<file path="config.mk">
export PLATFORM = sky130hd
export DESIGN_NAME = com_bus_arbiter_i
export DESIGN_NICKNAME = d
export VERILOG_FILES = /design/src/rtl/com_bus_arbiter_i.sv
export SDC_FILE = /design/constraint.sdc
export NUM_CORES = 1
export LEC_CHECK = 0
export BUFFER_PORTS_ARGS = -buffer_cell sky130_fd_sc_hd__buf_2
export CAP_MARGIN = 20
export CORE_ASPECT_RATIO = 0.6
export CORE_MARGIN = 2
export CORE_UTILIZATION = 37
export DETAILED_ROUTE_END_ITERATION = 8
export RECOVER_POWER = 25
export REMOVE_ABC_BUFFERS = 1
export SLEW_MARGIN = 20
export SYNTH_ARGS = -nofsm -noshare
export SYNTH_HDL_FRONTEND = slang
export SYNTH_SLANG_ARGS = --single-unit
</file>
<file path="constraint.sdc">
create_clock -name clk -period 2.1 [get_ports clk]
set_input_delay 0.21 -clock clk [delete_from_list [all_inputs] [get_ports clk]]
set_output_delay 0.21 -clock clk [all_outputs]
set_load 0.1 [all_outputs]
</file>
<file path="src/rtl/com_bus_arbiter_i.sv">
// Common instruction-bus arbiter for four caches: snoop requests beat proc requests,
// round-robin within each class, a turnaround gap between owners, forced release of long holds.
module com_bus_arbiter_i #(
    parameter int NUM_CACHES  = 4,
    parameter int TURN_CYCLES = 1,
    parameter int MAX_HOLD    = 64
) (
    input  logic                  clk,
    input  logic                  rst,
    input  logic [NUM_CACHES-1:0] Com_Bus_Req_proc,
    input  logic [NUM_CACHES-1:0] Com_Bus_Req_snoop,
    output logic [NUM_CACHES-1:0] Com_Bus_Gnt_proc,
    output logic [NUM_CACHES-1:0] Com_Bus_Gnt_snoop,
    output logic                  Bus_busy,
    output logic [2:0]            Gnt_owner,
    output logic                  Hold_timeout
);
    localparam int              ID_W      = 2;
    localparam logic [7:0]      HOLD_LAST = 8'(MAX_HOLD - 1);
    localparam logic [2:0]      TURN_LAST = 3'(TURN_CYCLES - 1);

    typedef enum logic [1:0] {
        ST_IDLE  = 2'd0,
        ST_GRANT = 2'd1,
        ST_TURN  = 2'd2
    } state_t;

    state_t                state_q;
    logic [ID_W-1:0]       ptr_proc_q;
    logic [ID_W-1:0]       ptr_snoop_q;
    logic [7:0]            hold_q;
    logic [2:0]            turn_q;
    logic [NUM_CACHES-1:0] gnt_proc_q;
    logic [NUM_CACHES-1:0] gnt_snoop_q;
    logic                  busy_q;
    logic [ID_W:0]         owner_q;
    logic                  timeout_q;

    logic [ID_W-1:0]       proc_pick_d;
    logic [ID_W-1:0]       snoop_pick_d;
    logic [NUM_CACHES-1:0] proc_onehot_d;
    logic [NUM_CACHES-1:0] snoop_onehot_d;
    logic                  owner_req_d;

    function automatic logic [ID_W-1:0] rr_pick(input logic [NUM_CACHES-1:0] req,
                                                input logic [ID_W-1:0]       ptr);
        logic [ID_W-1:0] pick;
        logic [ID_W-1:0] idx;
        logic            found;
        pick  = ptr;
        found = 1'b0;
        for (int k = 0; k < NUM_CACHES; k++) begin
            idx = ID_W'((int'(ptr) + k) % NUM_CACHES);
            if (!found && req[idx]) begin
                pick  = idx;
                found = 1'b1;
            end
        end
        return pick;
    endfunction

    function automatic logic [ID_W-1:0] next_ptr(input logic [ID_W-1:0] pick);
        return (pick == ID_W'(NUM_CACHES - 1)) ? '0 : pick + 1'b1;
    endfunction

    always_comb begin
        proc_pick_d  = rr_pick(Com_Bus_Req_proc, ptr_proc_q);
        snoop_pick_d = rr_pick(Com_Bus_Req_snoop, ptr_snoop_q);
        // Only the current owner's own request line keeps the grant alive.
        owner_req_d  = owner_q[ID_W] ? Com_Bus_Req_snoop[owner_q[ID_W-1:0]]
                                     : Com_Bus_Req_proc[owner_q[ID_W-1:0]];
    end

    for (genvar gi = 0; gi < NUM_CACHES; gi++) begin : g_dec
        assign proc_onehot_d[gi]  = (proc_pick_d  == ID_W'(gi));
        assign snoop_onehot_d[gi] = (snoop_pick_d == ID_W'(gi));
    end

    always_ff @(posedge clk or posedge rst) begin
        if (rst) begin
            state_q     <= ST_IDLE;
            ptr_proc_q  <= '0;
            ptr_snoop_q <= '0;
            hold_q      <= '0;
            turn_q      <= '0;
            gnt_proc_q  <= '0;
            gnt_snoop_q <= '0;
            busy_q      <= 1'b0;
            owner_q     <= '0;
            timeout_q   <= 1'b0;
        end else begin
            timeout_q <= 1'b0;
            case (state_q)
                ST_IDLE: begin
                    if (|Com_Bus_Req_snoop) begin
                        state_q     <= ST_GRANT;
                        busy_q      <= 1'b1;
                        hold_q      <= '0;
                        gnt_snoop_q <= snoop_onehot_d;
                        gnt_proc_q  <= '0;
                        owner_q     <= {1'b1, snoop_pick_d};
                        ptr_snoop_q <= next_ptr(snoop_pick_d);
                    end else if (|Com_Bus_Req_proc) begin
                        state_q     <= ST_GRANT;
                        busy_q      <= 1'b1;
                        hold_q      <= '0;
                        gnt_proc_q  <= proc_onehot_d;
                        gnt_snoop_q <= '0;
                        owner_q     <= {1'b0, proc_pick_d};
                        ptr_proc_q  <= next_ptr(proc_pick_d);
                    end
                end
                ST_GRANT: begin
                    if (!owner_req_d || (hold_q == HOLD_LAST)) begin
                        // A release with the request still high is the forced one.
                        gnt_proc_q  <= '0;
                        gnt_snoop_q <= '0;
                        timeout_q   <= owner_req_d;
                        state_q     <= ST_TURN;
                        turn_q      <= '0;
                    end else begin
                        hold_q <= (hold_q == 8'hFF) ? hold_q : hold_q + 8'd1;
                    end
                end
                ST_TURN: begin
                    if (turn_q == TURN_LAST) begin
                        state_q <= ST_IDLE;
                        busy_q  <= 1'b0;
                        turn_q  <= '0;
                    end else begin
                        turn_q <= turn_q + 3'd1;
                    end
                end
                default: begin
                    state_q     <= ST_IDLE;
                    busy_q      <= 1'b0;
                    gnt_proc_q  <= '0;
                    gnt_snoop_q <= '0;
                end
            endcase
        end
    end

    always_ff @(posedge clk) begin
        if (!rst) begin
            assert ($onehot0(gnt_proc_q | gnt_snoop_q));
            assert ((state_q == ST_GRANT) || ((gnt_proc_q | gnt_snoop_q) == '0));
        end
    end

    assign Com_Bus_Gnt_proc  = gnt_proc_q;
    assign Com_Bus_Gnt_snoop = gnt_snoop_q;
    assign Bus_busy          = busy_q;
    assign Gnt_owner         = owner_q;
    assign Hold_timeout      = timeout_q;

endmodule

</file>
==> impl.org, run 1 <==
** Status
- Run status :: complete, but fails checks
- The checks that failed: max-capacitance violations, max-slew violations.

** Detailed routing
- After detailed routing, the average wire length per cell comes to 14.04 um.
- Sum of routed wire length over all layers :: approximately 4 mm
- After detailed routing, no signal wire sits above met4.
- Across all layers, the routed design uses between 1000 and 1500 vias.
- Dividing the detail-routed via count by the number of cells gives 5.213.
- The detail route stage leaves a number of antenna-violating nets equal to 0.
- Drt first-iter violations :: 53
- Wire segments on met2 add up to about 1.5 mm in the final route.
- After detailed routing, the met3 layer carries 211 um of wire.
- DRC violation count after routing :: 0
- For this block, wires on met1 add up to between 2 and 2.5 mm.
- Number of detailed-routing iterations run before antenna repair :: 4

** Logic synthesis
- Synth top area cells :: sky130_fd_sc_hd__dfrtp_1 42%, sky130_fd_sc_hd__ha_1 7.8%, sky130_fd_sc_hd__inv_1 4.7%, sky130_fd_sc_hd__a22o_1 4.0%, sky130_fd_sc_hd__o22ai_1 3.5%
- In the synthesized netlist, the number of instances is around 180.
- Synthesis instantiated 45 different standard cells from the library.
- Mean cell area of the mapped netlist :: slightly below 10 um2
- Portion of the post-synthesis area used by sequential elements :: a little over two fifths
- The top cell type by area accounts for approximately 42% of the synthesized area.
- Number of warnings issued by yosys :: 0
- Of all flip-flops after synthesis, the portion carrying an async set or reset was 100.0%.
- Summing every instance area after synthesis gives about 1800 um2.
- After synthesis the netlist holds a flip-flop and latch count of 30.
- The largest total area in the synthesized netlist belongs to sky130_fd_sc_hd__dfrtp_1.
- Primary flip-flop cell chosen by synthesis mapping :: sky130_fd_sc_hd__dfrtp_1
- EDFF count, synth :: 0

** Final layout
- 0 antenna diodes ended up in the layout.
- Commonest non-fill, non-tap cell in the layout :: sky130_fd_sc_hd__dfrtp_1
- Layout overhead on the synthesized area :: 20.37%
- In the final design database the tool counted 244 nets.
- Fraction of final layout cells with drive strength greater than 1 :: 23.77%
- Utilization after layout :: a little under half
- Leaving out fill and tap cells, the most frequent cells in the layout are 30 x sky130_fd_sc_hd__dfrtp_1, 22 x sky130_fd_sc_hd__inv_1, 22 x sky130_fd_sc_hd__buf_2.
- Fill cells in the final layout number between 400 and 500.

** Pwr
- The clock network accounts for a little over an eighth of the total power.
- Proportion of power drawn by flip-flops and latches :: 30.0%
- Logic pwr share :: between 50% and 60%
- The worst-case IR drop observed on VDD is about 600 uV.
- Switching component of the power :: between 1.5 and 2 mW
- Dividing total power by cell area gives a power density of 1499 nW/um2.
- In this run switching power makes up 50.29% of total power.
- Leakage :: around 1.0 nW
- The internal power of the cells totals between 1.5 and 2 mW.

** STA
- Setup violations remaining at the end of the flow were counted as 0.
- Final critical-path share of the clock period :: between 90 and 100%
- Unrepaired setup endpoints after global routing :: false
- Across the routed clock network, the largest skew measured is about 0.0079 ns.
- Upper clock frequency limit :: 513.7 MHz
- Number of failing hold endpoints at the final stage :: 0
- Pin slew with the least headroom to its limit :: approximately 1.6 ns
- Minimum hold slack :: 0.3554 ns
- The clock period could shrink to a little under 2 ns.
- In this run the tightest slew margin relative to its limit is -7.399%.
- Slew Limit Fails :: 31
- Final worst setup slack :: around 0.15 ns

** Clocking
- The clock passes through at most 2 buffers.
- Clock latency on the worst-skew pair, taken at its later pin, is slightly below 0.3 ns.
- Clock-pin slew was measured on the worst setup and hold paths at 0.07 ns.
- In this run the clock root is driven by a sky130_fd_sc_hd__clkbuf_8.
- Inserted Clock Buffers :: 5
- Quantity of hold-fixing buffers added after cts :: 0
- CTS H-Tree Depth :: 2
- Clock tree from TritonCTS :: built
- The clock net in this run drives a total of 30 sinks.

** Setup path
- The worst register-to-register path ends at hold_q[5].
- Worst setup slack for register-to-register paths :: around 0.15 ns
- Critical Path Sink Type :: flop
- Startpoint type of the worst setup path :: flop
- Data arrives at the worst endpoint at approximately 2.2 ns.
- Critical Path RT :: between 2 and 2.5 ns
- Along the worst path, the maximum fanout reaches 8.
- Path depth of the worst reg2reg path :: 6
- The startpoint identified for the worst register-to-register timing path is Gnt_owner[0].
- The worst setup path is of the reg -> reg kind.

** Global routing
- Total gr overflow :: 0
- Entering global routing, the biggest net connects 31 pins.
- The first global-routing pass estimated ~6.9 mm of wire.
- Global routing usage summed across all routing layers :: 16.98%
- The number of antenna violations at the first check in global routing was 0.
- The via count of the first global-routing pass came to 1383.

** Hold path
- The path with the worst hold slack has its endpoint at Gnt_owner[2].
- Type of the tightest min-delay check :: in -> reg
- Start point of the worst hold path :: Com_Bus_Req_snoop[2]
- Hold depth :: 3

** Place
- OpenSTA, run right after detailed placement, puts the worst setup slack at between 0.03 and 0.04 ns.
- At the end of routability-driven placement, the weighted congestion stood at 0.8221.
- Detailed placement ended at an HPWL of ~3.0 mm.
- Buffers placed on the I/O ports in this run total 22.

** Floorplanning
- The die is about 58 um tall.
- X dimension of the die :: just over 90 um
- Row generation in the floorplan step produced 19 rows.
- Once the floorplan was initialized, standard cells occupied 38.56% of the core.
- Pin placement for this block handled 23 I/O pins.
- The floorplan step defined a core boundary enclosing around 4600 um2.
- The die covers around 5400 um2.

** Run
- Maximum Capacitance Violations :: 1
-- power by group through the flow --
stage          combinational, mW  clock, mW  sequential, mW
2_1_floorplan              0.739          0            1.44
3_3_place_gp                1.71          0           0.958
3_5_place_dp                1.72          0           0.960
4_1_cts                     1.73      0.453           0.953
5_1_grt                     1.96      0.489           0.991
6_report                    1.80      0.436           0.957
-- repair_timing --
action | in CTS | in global routing
resized for setup | 0 | 1
buffers inserted | 0 | 3
endpoints found under the hold margin | 0 | 0
endpoints found under the setup margin | 0 | 9
-- worst max path at each step --
| stage | start | slack [ns] | to |
|---|---|---|---|
| 2_1_floorplan | Gnt_owner[0] | -0.41 | hold_q[5] |
| 3_3_place_gp | Gnt_owner[0] | 0.09 | Com_Bus_Gnt_proc[0] |
| 3_5_place_dp | Gnt_owner[0] | 0.03 | Com_Bus_Gnt_proc[3] |
| 4_1_cts | Gnt_owner[0] | 0.02 | Com_Bus_Gnt_proc[3] |
| 5_1_grt | hold_q[0] | 0.04 | Com_Bus_Gnt_proc[3] |
| 6_report | Gnt_owner[0] | 0.15 | hold_q[5] |
-- kinds of logic (layout without fill, tap and decap cells) --
family | after synthesis | after routing | share of synthesized area [%]
adder cells (fa/ha/maj) | 11 | 11 | 7.779
AO/OA/AOI/OAI | 57 | 57 | 23.20
flip-flops | 30 | 30 | 42.43
multiplexers | 7 | 7 | 4.173
XOR/XNOR | 1 | 1 | 0.4951
AND/OR/NAND/NOR | 49 | 49 | 15.35
buffers and inverters | 29 | 68 | 6.577
-- through the flow --
stage / setup TNS, ns / cells / power, mW / cell area, um2
after floorplan: -4.642 / 178 / 2.179 / 1739
after global placement: 0 / 276 / 2.669 / 2026
after detailed placement: 0 / 276 / 2.680 / 2026
after CTS: 0 / 283 / 3.133 / 2105
after global routing: 0 / 286 / 3.441 / 2130
final: 0 / 286 / 3.192 / 2130
-- critical path: stages (launching register included) --
cell and delay, ns:
sky130_fd_sc_hd__dfrtp_1 0.47, sky130_fd_sc_hd__mux2_1 0.26, sky130_fd_sc_hd__a2bb2oi_2 0.15, sky130_fd_sc_hd__nand4_1 0.16
sky130_fd_sc_hd__buf_4 0.19, sky130_fd_sc_hd__or4b_1 0.49, sky130_fd_sc_hd__a21oi_1 0.15
-- synth_stat cells, types with 4 or more instances --
library cell              number
sky130_fd_sc_hd__o22ai_1      10
sky130_fd_sc_hd__mux2i_1       4
sky130_fd_sc_hd__nand3_1       4
sky130_fd_sc_hd__nor2_1        7
sky130_fd_sc_hd__ha_1         11
sky130_fd_sc_hd__o21ai_0       7
sky130_fd_sc_hd__nand2_1      14
sky130_fd_sc_hd__inv_1        22
sky130_fd_sc_hd__nor3_1        4
sky130_fd_sc_hd__dfrtp_1      30
sky130_fd_sc_hd__a22o_1        8
sky130_fd_sc_hd__a21oi_1      10
-- routing by layer --
layer | GRT usage [%] | up-vias
met2 | 20.66 | 33
met5 | 0 | -
met4 | 6.933 | 0
met1 | 27.12 | 694
met3 | 4.888 | 6
li1 | - | 758
-- flip-flops by register name, indices dropped and copies added, names as in the netlist --
| name | count |
|---|---|
| Com_Bus_Gnt_snoop | 4 |
| Bus_busy | 1 |
| Com_Bus_Gnt_proc | 4 |
| hold_q | 8 |
| state_q | 2 |
| Hold_timeout | 1 |
| ptr_snoop_q | 2 |
| turn_q | 3 |
| Gnt_owner | 3 |
| ptr_proc_q | 2 |
-- area by class of cell --
type / count / area, um2 / area share [%]
inverters: 23 / 86.33 / 4.054
clock inverters: 2 / 10.01 / 0.4700
clock buffers: 5 / 68.82 / 3.231
flip-flops and latches: 30 / 750.7 / 35.25
well taps: 63 / 78.83 / 3.702
multi-input cells: 125 / 908.4 / 42.66
repair buffers: 38 / 226.5 / 10.63
(Power assumes the default switching activity.)
==> run 2: changes to the inputs <==
--- a/config.mk
+++ b/config.mk
@@ -9,8 +9,9 @@
 export CAP_MARGIN = 20
 export CORE_ASPECT_RATIO = 0.6
 export CORE_MARGIN = 2
-export CORE_UTILIZATION = 37
+export CORE_UTILIZATION = 52
 export DETAILED_ROUTE_END_ITERATION = 8
+export PLACE_DENSITY = 0.73
 export RECOVER_POWER = 25
 export REMOVE_ABC_BUFFERS = 1
 export SLEW_MARGIN = 20
==> run 2 against run 1 <==
Effect of this change: the flow still finishes with violations (max-capacitance violations, max-slew violations); first-iteration DRC count increased to 3.5 times the previous value; non-clock buffer count decreased by 8; routed wire length increased by 1.7%; critical path depth decreased by 1; critical path type unchanged; largest power group unchanged.
==> impl.org, run 2 (same netlist as run 1, synthesis figures left out) <==
** Setup path
- Buf+Inv Stages, Crit Path :: 1
- Chain of cells forming the critical path :: o22ai_1 > a222oi_1 > buf_4 > ha_1 > mux2_1
- The critical path runs through a total of 5 cells.
- The critical path is of the reg -> reg type.
- Worst setup slack for register-to-register paths :: approximately 0.12 ns
- Slowest stage cell, crit path :: sky130_fd_sc_hd__a222oi_1
- The worst register-to-register path ends at ptr_proc_q[1].
- Startpoint type of the worst setup path :: flop
- The worst setup path is captured at a flop.
- Crit path max-delay family :: compound AO/OA/AOI/OAI gates
- The largest single stage delay on the critical path is about 0.52 ns.
- Of all nets on the critical path, the largest fanout is 7.
- Data on the critical path arrives at its endpoint at 2.15 ns.
- Critical Path RT :: between 2 and 2.5 ns
- Path depth of the worst reg2reg path :: 5
- Capturing instance or port of the critical path :: ptr_proc_q[1]
- Setup crit start :: ptr_proc_q[1]
- The worst register-to-register path begins at ptr_proc_q[1].

** STA
- Minimum hold slack :: ~0.33 ns
- Pin slew with the least headroom to its limit :: 1.614 ns
- Final critical-path share of the clock period :: 94.46%
- Worst slew margin relative to its limit :: -7.608%
- Across all setup checks in the final design, the least slack found is between 0.1 and 0.15 ns.
- Unrepaired setup endpoints after global routing :: true
- Fin crit period :: just under 2 ns
- Worst clock skew on the final layout :: ~0.0036 ns
- The number of pins exceeding their max-slew limit in the final report came to 31.
- Upper clock frequency limit :: between 500 and 600 MHz
- Setup violations remaining at the end of the flow were counted as 0.
- Number of failing hold endpoints at the final stage :: 0

** Detailed routing
- After detailed routing, the average wire length per cell comes to roughly 16 um.
- Summed over all layers, the routed wires come to just over 4 mm.
- Number of detailed-routing iterations run before antenna repair :: 5
- The detailed router finished its first iteration with between 150 and 200 violations.
- After detailed routing, the number of vias per cell comes to approximately 6.
- DRC violation count after routing :: 0
- Once detail routing completed, the nets flagged for antenna violations numbered 0.
- Detailed-route via count :: 1567

** Global routing
- The number of antenna violations at the first check in global routing came to 0.
- Vias in the first global route :: 1396
- Total gr overflow :: 0
- Global routing used 22.54% of the available tracks across all layers.
- First-pass GRT wire length :: 6.686 mm
- Entering global routing, the biggest net connects 31 pins.

** Clocking
- TritonCTS built the clock tree.
- CTS built an H-tree with a depth of 2.
- Inserted Clock Buffers :: 5
- CTS Root Cell :: sky130_fd_sc_hd__clkbuf_8
- The tree built by TritonCTS fans out to 30 sinks.
- After clock tree synthesis, the clock-pin slew on the worst setup and hold paths is 0.06 ns.
- Clock insertion delay at the later pin of the skew report :: 0.29 ns
- The clock passes through at most 2 buffers.
- Quantity of hold-fixing buffers added after cts :: 0

** Place
- Counting tap cells, the placed design contains a total of 253 instances.
- HPWL reported at the end of detailed placement :: ~3.0 mm
- At the placement stage, the worst setup path has a slack of slightly above 0.04 ns.
- Placer Congestion :: between 0.8 and 0.9
- Count of port buffers added during placement :: 22

** Final layout
- Net count reported at finish :: roughly 240
- Post-route insts no fill :: roughly 260
- hold_q holds more flip-flops than any other register.
- 0 antenna diodes ended up in the layout.
- At the end of the flow the core is filled with cells to between 60% and 70%.
- Layout overhead on the synthesized area :: 18.18%
- Commonest cells after routing, fill and taps aside :: 30 x sky130_fd_sc_hd__dfrtp_1, 22 x sky130_fd_sc_hd__inv_1, 22 x sky130_fd_sc_hd__buf_2
- Leaving out fill and tap cells, the most frequent cell in the layout is sky130_fd_sc_hd__dfrtp_1.
- Of the cells placed in the final design, the portion with a size suffix greater than 1 is between 20 and 25%.
- The register with the most flip-flops in the layout has 8 of them.

** Floorplanning
- Overall die area :: 3900 um2
- During I/O placement, the number of pins put on the boundary was 23.
- Standard-cell row count :: 16
- Die Span Y :: just under 50 um
- X dimension of the die :: between 70 and 80 um
- Starting density of the core :: a little over half
- After floorplanning, the core was sized to cover between 3000 and 4000 um2.

** Pwr
- Logic pwr share :: 53.1%
- The analysis attributes to cell leakage a power of slightly above 1 nW.
- Dividing total power by cell area gives a power density of 1536 nW/um2.
- The internal power of the cells totals roughly 1.6 mW.
- In this run, the clock network consumes around 17% of the power.
- Maximum vdd drop :: 830.8 uV
- Of the total power, registers draw 29.9%.
- In this run the power spent charging and discharging nets is 1.599 mW.
- Switching portion of total power :: approximately half
- Final Total Pwr :: around 3.2 mW

** Run
- Maximum Capacitance Violations :: 1

** Status
- Run status :: complete, but fails checks
- Violated checks :: max-capacitance violations, max-slew violations

** Hold path
- The tightest min-delay check is of the in -> reg type.
-- run 2: area by class of cell --
class	count	area, um2
fill	263	1172
multi-input combinational	125	920.9
sequential	30	750.7
timing repair buffer	30	166.4
clock buffer	8	110.1
inverter	23	86.33
tap	45	56.30
-- run 2: worst min path at each step --
stage                         startpoint            to  slack [ns]  cells past startpoint
detailed placement                   rst  Hold_timeout        0.31                      3
CTS                                  rst  Hold_timeout        0.01                      3
floorplan                            rst      Bus_busy        0.30                      1
finish              Com_Bus_Req_snoop[2]  Gnt_owner[2]        0.33                      3
global placement                     rst  Hold_timeout        0.30                      3
global route        Com_Bus_Req_snoop[2]  Gnt_owner[2]        0.35                      3
-- run 2: timing repair --
action	in CTS	in global routing
buffers inserted	0	0
resized for setup	0	3
endpoints found under the setup margin	0	11
-- run 2: per-stage QoR --
stage / area, um2 / TNS [ns]
floorplan: 1739 / -4.642
finish: 2091 / 0
detailed placement: 1966 / 0
global placement: 1966 / 0
global route: 2091 / -0.007422
CTS: 2076 / 0
-- run 2: worst register-to-register path: stages, from the launching register on --
cell	delay (ns)
sky130_fd_sc_hd__dfrtp_1	0.46
sky130_fd_sc_hd__o22ai_1	0.14
sky130_fd_sc_hd__a222oi_1	0.52
sky130_fd_sc_hd__buf_4	0.23
sky130_fd_sc_hd__ha_1	0.23
sky130_fd_sc_hd__mux2_1	0.29
-- run 2: metal layers --
layer,part of all wire (%),global-route usage (%),vias to the layer above,routed length (um)
li1,-,-,737,-
met5,0,0,-,0
met3,6.8,5.741,9,278
met4,1.7,7.759,0,68
met1,48,33.49,764,1964
met2,43,31.92,57,1772
-- run 2: power groups by stage --
stage / combinational, mW / sequential [mW] / clock (mW)
finish: 1.71 / 0.960 / 0.545
global route: 1.84 / 0.987 / 0.578
CTS: 1.70 / 0.950 / 0.554
detailed placement: 1.68 / 0.958 / 0
global placement: 1.63 / 0.938 / 0
floorplan: 0.739 / 1.44 / 0
